===== src/rtl/sensor_pattern_gen.sv =====
// sensor_pattern_gen: synthesizable sensor timing and pixel source.
// Produces BPF/HACT/VACT framing with ramp, LFSR, constant or checker data.
// Frames are free-running (video=1) or started by a trigger. A trigger that
// arrives during a frame waits in a one-deep queue. A further trigger while
// the queue is full is dropped and reported on trig_miss.
module sensor_pattern_gen #(
  parameter int DW      = 12,
  parameter int LLINE   = 192,
  parameter int NCOLS   = 66,
  parameter int NROWS   = 18,
  parameter int NROWB   = 1,
  parameter int NROWA   = 1,
  parameter int NBPF    = 20,
  parameter int NGP1    = 8,
  parameter int NVLO    = 1,
  parameter int TRIGDLY = 8
) (
  input  logic          MCLK,
  input  logic          MRST,
  input  logic          en,
  input  logic          video,
  input  logic          trig,
  input  logic [1:0]    mode,
  input  logic [DW-1:0] const_val,
  output logic [DW-1:0] D,
  output logic          BPF,
  output logic          HACT,
  output logic          VACT,
  output logic          VACT1,
  output logic [15:0]   frame_num,
  output logic          trig_miss,
  output logic          busy
);

  // The VSTART clock is the first clock of the pre-blank period. The
  // pre-blank period is therefore never shorter than that one clock.
  localparam logic [31:0] PRE_LEN   = (NROWB * LLINE > 0) ? 32'(NROWB * LLINE) : 32'd1;
  localparam logic [31:0] POST_LEN  = 32'(NROWA * LLINE);
  localparam logic [31:0] TDLY_LEN  = (TRIGDLY * LLINE > 0) ? 32'(TRIGDLY * LLINE) : 32'd1;
  localparam logic [31:0] LINE_LAST = 32'(LLINE - 1);
  localparam logic [31:0] VLO_LAST  = 32'(NVLO - 1);
  localparam logic [31:0] HSTART    = 32'(NBPF + NGP1);
  localparam logic [31:0] NCOLS_U   = 32'(NCOLS);
  localparam logic [11:0] ROW_LAST  = 12'(NROWS - 1);

  generate
    if (LLINE < NBPF + NGP1 + NCOLS + 1) begin : g_bad_line
      $error("sensor_pattern_gen: LLINE must be >= NBPF+NGP1+NCOLS+1");
    end
    if (NVLO < 1) begin : g_bad_vlo
      $error("sensor_pattern_gen: NVLO must be >= 1");
    end
    if (NROWS < 1) begin : g_bad_rows
      $error("sensor_pattern_gen: NROWS must be >= 1");
    end
    if (DW < 1 || DW > 16) begin : g_bad_dw
      $error("sensor_pattern_gen: DW must be 1..16");
    end
  endgenerate

  typedef enum logic [2:0] {
    S_IDLE, S_TDLY, S_VSTART, S_PRE, S_LINE, S_POST, S_VLO
  } state_t;

  state_t        state_q, state_d;
  logic [31:0]   cnt_q, cnt_d;
  logic [31:0]   t_q, t_d;
  logic [11:0]   row_q, row_d;
  logic          pending_q, pending_d;
  logic [15:0]   lfsr_q, lfsr_d;
  logic [15:0]   frame_q, frame_d;
  logic [DW-1:0] d_q, d_d;
  logic          bpf_q, bpf_d;
  logic          hact_q, hact_d;
  logic          vact_q, vact_d;
  logic          vact1_q, vact1_d;
  logic          miss_q, miss_d;
  logic          busy_q, busy_d;

  logic          trig_ev;
  logic          bpf_win;
  logic [31:0]   hrel;
  logic [11:0]   col;
  logic          pix;

  // Sequencer: next state, phase timers, line/row counters and the trigger queue.
  always_comb begin
    state_d   = state_q;
    cnt_d     = cnt_q + 32'd1;
    t_d       = t_q;
    row_d     = row_q;
    pending_d = pending_q;
    miss_d    = 1'b0;
    frame_d   = frame_q;
    trig_ev   = trig & ~video;

    if (state_q != S_IDLE && trig_ev) begin
      if (pending_q) miss_d = 1'b1;
      else           pending_d = 1'b1;
    end

    case (state_q)
      S_IDLE: begin
        cnt_d = 32'd0;
        if (en && video)        state_d = S_VSTART;
        else if (en && trig_ev) state_d = S_TDLY;
      end
      S_TDLY: begin
        if (cnt_q == TDLY_LEN - 32'd1) state_d = S_VSTART;
      end
      S_VSTART: begin
        t_d   = 32'd0;
        row_d = 12'd0;
        state_d = (PRE_LEN == 32'd1) ? S_LINE : S_PRE;
      end
      S_PRE: begin
        if (cnt_q == PRE_LEN - 32'd1) begin
          state_d = S_LINE;
          t_d     = 32'd0;
          row_d   = 12'd0;
        end
      end
      S_LINE: begin
        t_d = t_q + 32'd1;
        if (t_q == LINE_LAST) begin
          t_d   = 32'd0;
          row_d = row_q + 12'd1;
          if (row_q == ROW_LAST) begin
            cnt_d   = 32'd0;
            state_d = (POST_LEN == 32'd0) ? S_VLO : S_POST;
          end
        end
      end
      S_POST: begin
        if (cnt_q == POST_LEN - 32'd1) begin
          state_d = S_VLO;
          cnt_d   = 32'd0;
        end
      end
      S_VLO: begin
        if (cnt_q == VLO_LAST) begin
          if (en && video) begin
            state_d = S_VSTART;
          end else if (en && pending_q) begin
            // The queued trigger starts the delay, and a trigger arriving
            // in this same clock takes its place in the queue.
            state_d   = S_TDLY;
            pending_d = trig_ev;
            miss_d    = 1'b0;
          end else if (en && trig_ev) begin
            state_d   = S_TDLY;
            pending_d = 1'b0;
          end else begin
            state_d   = S_IDLE;
            pending_d = 1'b0;
            miss_d    = 1'b0;
          end
        end
      end
      default: state_d = S_IDLE;
    endcase

    if (state_d == S_VSTART) begin
      frame_d = frame_q + 16'd1;
      cnt_d   = 32'd0;
    end
    if (state_d == S_TDLY && state_q != S_TDLY) cnt_d = 32'd0;
  end

  generate
    if (NBPF > 0) begin : g_bpf
      assign bpf_win = (t_d < 32'(NBPF));
    end else begin : g_no_bpf
      assign bpf_win = 1'b0;
    end
  endgenerate

  // Output decode from the next state so every output register lines up with its state.
  always_comb begin
    vact_d  = (state_d == S_VSTART) || (state_d == S_PRE) ||
              (state_d == S_LINE)   || (state_d == S_POST);
    vact1_d = (state_d == S_VSTART);
    busy_d  = (state_d != S_IDLE);
    // Wraps to a huge value before HACT start, so one compare bounds the window.
    hrel    = t_d - HSTART;
    hact_d  = (state_d == S_LINE) && (hrel < NCOLS_U);
    bpf_d   = (state_d == S_LINE) && bpf_win;
    col     = bpf_d ? t_d[11:0] : hrel[11:0];
    pix     = bpf_d | hact_d;
    lfsr_d  = lfsr_q;
    d_d     = '0;
    if (pix) begin
      lfsr_d = {1'b0, lfsr_q[15:1]} ^ (lfsr_q[0] ? 16'hB400 : 16'h0000);
      case (mode)
        2'd0:    d_d = DW'({row_d, 8'h00} + {8'h00, col});
        2'd1:    d_d = lfsr_q[DW-1:0];
        2'd2:    d_d = const_val;
        default: d_d = {DW{row_d[0] ^ col[0]}};
      endcase
    end
  end

  // State and output registers with synchronous reset.
  always_ff @(posedge MCLK) begin
    if (MRST) begin
      state_q   <= S_IDLE;
      cnt_q     <= 32'd0;
      t_q       <= 32'd0;
      row_q     <= 12'd0;
      pending_q <= 1'b0;
      lfsr_q    <= 16'hACE1;
      frame_q   <= 16'd0;
      d_q       <= '0;
      bpf_q     <= 1'b0;
      hact_q    <= 1'b0;
      vact_q    <= 1'b0;
      vact1_q   <= 1'b0;
      miss_q    <= 1'b0;
      busy_q    <= 1'b0;
    end else begin
      state_q   <= state_d;
      cnt_q     <= cnt_d;
      t_q       <= t_d;
      row_q     <= row_d;
      pending_q <= pending_d;
      lfsr_q    <= lfsr_d;
      frame_q   <= frame_d;
      d_q       <= d_d;
      bpf_q     <= bpf_d;
      hact_q    <= hact_d;
      vact_q    <= vact_d;
      vact1_q   <= vact1_d;
      miss_q    <= miss_d;
      busy_q    <= busy_d;
    end
  end

  assign D         = d_q;
  assign BPF       = bpf_q;
  assign HACT      = hact_q;
  assign VACT      = vact_q;
  assign VACT1     = vact1_q;
  assign frame_num = frame_q;
  assign trig_miss = miss_q;
  assign busy      = busy_q;

endmodule

===== config.mk =====
export PLATFORM = sky130hd
export DESIGN_NAME = sensor_pattern_gen
export DESIGN_NICKNAME = d
export VERILOG_FILES = /design/src/rtl/sensor_pattern_gen.sv
export SDC_FILE = /design/constraint.sdc
export NUM_CORES = 1
export LEC_CHECK = 0
export CORE_MARGIN = 3
export CORE_UTILIZATION = 40
export DETAILED_ROUTE_END_ITERATION = 8
export SETUP_SLACK_MARGIN = 0.3
export SYNTH_ARGS = -nofsm -noshare
export SYNTH_HDL_FRONTEND = slang
export SYNTH_SLANG_ARGS = --single-unit

===== constraint.sdc =====
create_clock -name MCLK -period 13.5 [get_ports MCLK]
set_input_delay 2.7 -clock MCLK [delete_from_list [all_inputs] [get_ports MCLK]]
set_output_delay 2.7 -clock MCLK [all_outputs]
set_load 0.005 [all_outputs]

After elaboration in Yosys (flattened, before gate mapping) --
Cells that the tools add are included. W data, S select, Z words.
Storage, ports and cells: register bits 130, input port bits 19, output and inout bits 34, word-level logic and storage cells 100
Cells by class: $add $sub $neg 6, magnitude comparators 2, equal/unequal tests 18, muxes and demuxes 37, bitwise operators 6, reduce and logical (&&, ||, !) cells 17
Operator list (number):
- $pmux W32 S3 | 2
- $mux W32 | 5
- $pmux W12 S3 | 2
- $add A32 B1 Y32 const B | 2
- $eq A32 B8 Y1 const B | 2
- $mux W12 | 3
- $eq A32 B11 Y1 const B | 1
- $logic_not A32 Y1 | 1
- $lt A32 B5 Y1 const B | 1
- $lt A32 B7 Y1 const B | 1
- $sub A32 B5 Y32 const B | 1
- $mux W3 | 8
- $pmux W3 S7 | 1
- $add A16 B1 Y16 const B | 1
- $mux W16 | 1
- $xor A15 B16 Y16 | 1
- $eq A3 B3 Y1 const B | 5
- $mux W1 | 14
- $add A12 B1 Y12 const B | 1
- $add A12 B12 Y12 | 1
- $eq A12 B5 Y1 const B | 1
- $eq A3 B2 Y1 const B | 4
- $logic_and A1 B1 Y1 | 7
- $eq A3 B1 Y1 const B | 2
- other kinds (14) | 18

Longest topological paths before layout --
Gate-level depths: netlist of the first run.
depth in word-level cells 13, gate-level depth with buffers 22, depth with buffers taken out 20

Worst setup path after synthesis of the first run --
OpenSTA, ideal clock, no wires.
path type in2reg, from input port en, to register d_q[10], in the netlist D[10], setup time 0.139 ns, data arrival time 5.602 ns, data required time 13.361 ns, setup slack 7.758 ns, cell stages on the path 15, buffers on the path 0, cell sequence nor2b_1 -> a21oi_1 -> and3b_1 -> nor4_1 -> nand4bb_1 -> nor3_2 -> nor2_1 -> ha_1 -> fa_1 -> xnor2_1 -> nor2_1 -> a21oi_1 -> nor2_1 -> a21oi_1 -> a211oi_2
On the way: cells in the longest elaborated chain, start to end 11, elaborated cells between the ends (all ways) 20, those cells by class 1 x add/sub; 1 x eq/ne; 9 x mux; 3 x bitwise; 6 x reduce/logical
Ends and longest elaborated chain:
- start, declared | line 20 | input logic en,
- $logic_and A1 B1 Y1 | line 106, 150
- $mux W1 | line 150 | end else if (en && trig_ev) begin
- $mux W1 | line 144 | end else if (en && pending_q) begin
- $mux W2 | line 142 | if (en && video) begin
- $mux W3 | line 141 | if (cnt_q == VLO_LAST) begin
- $pmux W3 S7 (*) | line 102 | case (state_q)
- $eq A3 B3 Y1 (*) | line 186, 187
- $logic_and A1 B1 Y1 (on tied branches) | line 187, 186
- $mux W12 / $or A1 B1 Y1 (equally long branches) | line 188, 189
- $add A12 B12 Y12, or another cell as far along | line 195 | 2'd0: d_d = DW'({row_d, 8'h00} + {8'h00, col});
- $pmux W12 S3 / $reduce_or A2 Y1 (equally long branches)
- end signal, assigned | line 213 | d_q <= '0;
- end signal, assigned | line 228 | d_q <= d_d;
- end, declared | line 72 | logic [DW-1:0] d_q, d_d;
Every way passes the cells marked *; elsewhere a longest branch is shown, timed or not. A chain may end at the register's enable or synchronous reset.

Final worst setup path of the first run --
Same ends and word-level chain as after synthesis.

==> results of run 1 <==
synthesized netlist by cell type, drive strengths merged (9+ instances only):
master | count | area share
a211oi | 14 | 0.017
a21oi | 44 | 0.027
a22oi | 9 | 0.0084
and2 | 10 | 0.0078
and3 | 30 | 0.023
and4 | 16 | 0.017
buf | 9 | 0.0076
clkbuf | 54 | 0.025
dfxtp | 130 | 0.32
ha | 12 | 0.019
inv | 15 | 0.0070
mux2i | 18 | 0.022
nand2 | 81 | 0.038
nand2b | 19 | 0.015
nand3 | 53 | 0.033
nand4 | 30 | 0.023
nor2 | 165 | 0.077
nor2b | 19 | 0.015
nor3 | 36 | 0.024
nor4 | 27 | 0.024
o21ai | 42 | 0.026
xnor2 | 30 | 0.033
xor2 | 47 | 0.051
registers in the layout, summed over array words and instances (netlist names):
| signal | cells |
|---|---|
| row_q | 12 |
| busy | 1 |
| cnt_q | 32 |
| VACT1 | 1 |
| state_q | 3 |
| lfsr_q | 16 |
| frame_num | 16 |
| t_q | 32 |
| HACT | 1 |
| VACT | 1 |
| trig_miss | 1 |
| D | 12 |
| pending_q | 1 |
| BPF | 1 |
through the flow:
step / setup slack [ns] / std cells / util
after detailed placement: 6.65 / 1294 / 0.443
after global routing: 6.60 / 1326 / 0.471
after floorplan: 7.76 / 1030 / -
after CTS: 7.09 / 1326 / 0.471
after global placement: 6.75 / 1294 / 0.443
final: 6.99 / 1326 / 0.471
critical path, delay by kind of cell:
kind            cells  cell delay (ns)
xor+xnor            1             0.18
buf+inv             1             0.46
simple gates        8             2.34
compound gates      4             0.50
fa+ha+maj           2             0.61
where the power goes:
part           internal (mW)  total (mW)  leakage (nW)  switching (mW)
clock                  0.237       0.430         0.259           0.193
combinational         0.0184      0.0474          1.99          0.0290
sequential             0.387       0.390          1.05         0.00378
cell families (layout without fill, tap and decap cells):
kind of cell               count (synthesis)  after routing
AOI/OAI and AO/OA                        193            193
xor gates and xnor gates                  77             77
adders and majority gates                 13             13
buffers and inverters                     78            109
DFF                                      130            130
muxes                                     21             21
and+or+nand+nor                          518            518
worst paths after layout:
path,start,endpoint,slack [ns]
setup / recovery,en,D[10],6.99
hold / removal,cnt_q[0],cnt_q[0],0.48
setup reg to reg,state_q[2],lfsr_q[12],7.63
hold reg to reg,cnt_q[0],cnt_q[0],0.48
per-layer routing:
layer,up-vias,track usage
met5,-,0
met4,0,0.0722
met3,42,0.0362
met2,287,0.313
met1,3621,0.312
li1,3764,-
final cells by class:
type | instances | share of cell area
clock buffers | 18 | 0.0465
clock inverters | 14 | 0.0115
multi-input cells | 822 | 0.553
well taps | 265 | 0.0360
inverters | 15 | 0.00611
repair buffers | 62 | 0.0643
flip-flops and latches | 130 | 0.282
==> results.yml, run 1 <==
run_status:
  status: "completed"
timing:
  rsz0062_at_grt: "false"
  final-setup-viol-count: 0
  fmax_ghz: 0.153
  final-max-slew-violation-count: 0
  max_slew.worst_pin.slew_ns: 1.03
  max_slew_margin: 0.315
  hold_ws_ns: 0.484
  fin_crit_ns: 6.51
  hold_viol: 0
  fin_setup_tns_ns: 0
  fin_crit_sh: 0.483
  fin_skew_ns: 0.0137
clock_tree:
  clockBufferDepth: 2
  tritoncts: "done"
  cts_resized: 0
  cts_sinks: 130
  clk_latency_ns: 0.43
  htreeDepth: 4
  path_clk_slew_ns: 0.07
  cts_made_buffers: 17
  cts_hold_buf: 0
  cts_setup_buffers: 0
  cts-root-buf: "clkbuf_16"
detailed_routing:
  routed_wl_mm: 23.2
  drt_iter0_markers: 631
  wl_per_cell_um: 17.5
  wl_met2_mm: 10.1
  drc: 0
  num_vias: 7714
  first_pass_iters: 5
  highest-signal-layer: "met4"
  met3_length_mm: 1.38
  via_per_inst: 5.82
  ant_nets: 0
  met1_length_mm: 11.2
global_routing:
  first_global_vias: 7136
  grt_use_total: 0.212
  antenna_found_initial: 0
  grt_pass1_wl_mm: 37.5
  grt_start_max_net_pins: 63
  grt-ovfl-total: 0
cells_and_area:
  fillers: 1974
  multi_input_area_mm2: 0.00510
  antennaDiodeCount: 0
  layout_common_cells: "nor2_1 (165), dfxtp_1 (130), nand2_1 (81)"
  seqCellArea_mm2: 0.00260
  final_common_cell: "nor2_1"
  fin_area_mm2: 0.00922
  area_delta_synth_final_pct: 15.0
  layout-drive-gt1-share: 0.0660
  nets: 1080
synth:
  synth_compound_area_frac: 0.171
  ys_seq_area_frac: 0.325
  muxShareOfSynthArea: 0.0281
  synth_top_family_by_area: "simple AND/OR/NAND/NOR gates"
  yosys.cell_types.count: 79
  synth_edf_count: 0
  ys_warn_count: 0
  async_reset_ff_frac: 0
  synth_xor_area_frac: 0.0841
  yosys.area_share.simple: 0.331
  synthFlopType: "dfxtp_1"
  synth_nets: 1062
  synth.ff_latch_count: 130
  syn_area_mm2: 0.00802
  synth_adder_area_share: 0.0212
  synth_area_per_cell_um2: 7.78
  synth_cells: 1030
worst_setup_path:
  cp_max_fo: 10
  r2r_cells: 17
  slowest_delay_ns: 0.68
  slowest_stage: "nor4_1"
  crit_path_end_kind: "flip-flop"
  crit_type: "in2reg"
  worstPathArrival_ns: 6.81
  cp_cell_sequence: "clkdlybuf4s50_1 -> nor2b_1 -> a21oi_1 -> and3b_1 -> nor4_1 -> nand4bb_1 -> nor3_2 -> nor2_1 -> ha_1 -> fa_1 -> xnor2_1 -> nor2_1 -> a21oi_1 -> nor2_1 -> a21oi_1 -> a211oi_2"
  crit_path_start_kind: "primary input"
  worstPathRequired_ns: 13.79
pwr:
  ir_drop_mv: 0.0688
  p_per_area_mw_per_mm2: 94.1
  p_leak_nw: 3.30
  total_power_mw: 0.867
floorplan:
  fp.dieW_um: 148
  io_pins: 53
  die_h_um: 148
  rows: 51
  coreArea_mm2: 0.0196
  start_util: 0.409
  dieArea_mm2: 0.0218
min_path:
  hold_path_class: "reg2reg"
  hold_depth: 1
place:
  hpwl_mm: 16.3
  placed_area_mm2: 0.00869
  gp_congestion: 0.928
  io_buffer_count: 52
flow_run:
  cap_violations: 0
Note: power is estimated with default switching activity, not from simulation.
==> run 2, diff against run 1 <==
- clock period: 13.5 -> 5.5 ns (I/O delays scaled with it)
==> run 2 against run 1 <==
Die area stayed put; register-to-register slack worse by 7.0 ns; cell count is 1.5% higher; critical path depth stayed put; setup slack worse by 6.4 ns; clock power grew to 2.7 times the previous value; first-iteration DRC count is 20% higher.
==> results.yml, run 2 (same netlist as run 1, synthesis figures left out) <==
run_status:
  status: "completed"
detailed_routing:
  wl_met2_mm: 10.0
  met3_length_mm: 1.29
  wl_per_cell_um: 17.4
  ant_nets: 0
  drt_iter0_markers: 760
  via_per_inst: 5.68
  drc: 0
  highest-signal-layer: "met4"
  num_vias: 7649
  met1_length_mm: 11.4
  routed_wl_mm: 23.5
  first_pass_iters: 8
worst_setup_path:
  crit_path_start_kind: "flip-flop"
  endpoint: "D[11]"
  rr_endpoint: "D[11]"
  cp_max_fo: 17
  crit_path_end_kind: "flip-flop"
  cp_cell_sequence: "or3b_1 -> a211oi_4 -> a31oi_2 -> buf_4 -> o21ai_0 -> o211a_1 -> nand4_1 -> or3_1 -> o32a_1 -> ha_1 -> a21o_1 -> a21oi_1 -> xnor2_1 -> or3_1 -> nand3_1 -> a311oi_1"
  ff2ff_setup_slack_ns: 0.63
  reg2reg_from: "state_q[1]"
  crit_type: "reg2reg"
  slowest_stage: "or3_1"
  startpoint: "state_q[1]"
  r2r_cells: 16
  slowest_delay_ns: 0.48
  path_common_cell: "or3_1"
  worstPathArrival_ns: 5.14
  worstPathRequired_ns: 5.77
flow_run:
  cap_violations: 0
cells_and_area:
  top_regs: "cnt_q x32, t_q x32"
  fin_area_mm2: 0.00944
  antennaDiodeCount: 0
  nets: 1100
  final_cell_count_no_fill: 1346
  layout-drive-gt1-share: 0.0870
  layout_common_cells: "nor2_1 (165), dfxtp_1 (129), nand2_1 (80)"
  final_common_cell: "nor2_1"
  fin_util: 0.482
  area_delta_synth_final_pct: 17.7
clock_tree:
  cts_hold_buf: 0
  htreeDepth: 4
  tritoncts: "done"
  clk_latency_ns: 0.42
  path_clk_slew_ns: 0.06
  clockBufferDepth: 2
  cts-root-buf: "clkbuf_16"
  cts_made_buffers: 17
  cts_sinks: 130
timing:
  rsz0062_at_grt: "false"
  fmax_ghz: 0.205
  fin_crit_ns: 4.87
  fin_skew_ns: 0.00919
  hold_ws_ns: 0.465
  fin_crit_sh: 0.885
  fin_setup_tns_ns: 0
  max_slew.worst_pin.slew_ns: 0.990
  final-setup-viol-count: 0
  layout_setup_ws_ns: 0.633
  max_slew_margin: 0.338
  hold_viol: 0
  final-max-slew-violation-count: 0
global_routing:
  antenna_found_initial: 0
  first_global_vias: 7262
  grt_start_max_net_pins: 69
  grt_use_total: 0.220
  grt-ovfl-total: 0
  grt_pass1_wl_mm: 38.8
place:
  post-place-ws_ns: 0.573
  gp_congestion: 0.932
  io_buffer_count: 52
  placed_cells: 1314
  hpwl_mm: 16.9
  placed_area_mm2: 0.00884
floorplan:
  fp.dieW_um: 148
  coreArea_mm2: 0.0196
  io_pins: 53
  rows: 51
  dieArea_mm2: 0.0218
  start_util: 0.409
  die_h_um: 148
pwr:
  p_per_area_mw_per_mm2: 236
  p_leak_nw: 3.42
  total_power_mw: 2.23
  ir_drop_mv: 0.184
min_path:
  hold_path_class: "reg2reg"
  worstHoldStart: "lfsr_q[15]"
-- run 2: area by class of cell --
| type | instances | area (um^2) |
|---|---|---|
| clock buffer | 18 | 439 |
| clock inverter | 14 | 154 |
| fill | 1930 | 10200 |
| inverter | 15 | 56.3 |
| multi-input combinational | 822 | 5110 |
| sequential | 130 | 2600 |
| tap | 265 | 332 |
| timing repair buffer | 82 | 743 |
-- run 2: timing repair --
| action | in CTS | in global routing |
|---|---|---|
| endpoints found under the setup margin | 0 | 17 |
| buffers inserted | 0 | 0 |
| resized for setup | 0 | 3 |
-- run 2: how the worst min path moves through the flow --
stage,depth (start not counted),to,slack (ns)
after global routing,2,lfsr_q[14],0.49
after floorplan,1,cnt_q[0],0.44
after global placement,1,cnt_q[0],0.45
final,2,lfsr_q[14],0.47
after CTS,2,lfsr_q[14],0.47
after detailed placement,2,lfsr_q[14],0.46
-- run 2: worst max-delay path, delay by kind of cell, from the launching register on --
family          cells  cell delay, ns
compound gates      8            2.00
xor+xnor            1            0.09
fa+ha+maj           1            0.29
buf+inv             1            0.33
flops               1            0.41
simple gates        5            1.57
-- run 2: routing by layer --
metal	GRT usage	up-vias
met2	0.317	247
met3	0.0374	44
li1	-	3803
met1	0.323	3555
met5	0	-
met4	0.0904	0
-- run 2: power by group --
part | switching [mW] | total [mW] | internal, mW | leakage [nW]
combinational | 0.0748 | 0.124 | 0.0494 | 2.08
sequential | 0.00691 | 0.956 | 0.949 | 1.05
clock | 0.463 | 1.15 | 0.686 | 0.289
total | 0.545 | 2.23 | 1.68 | 3.42
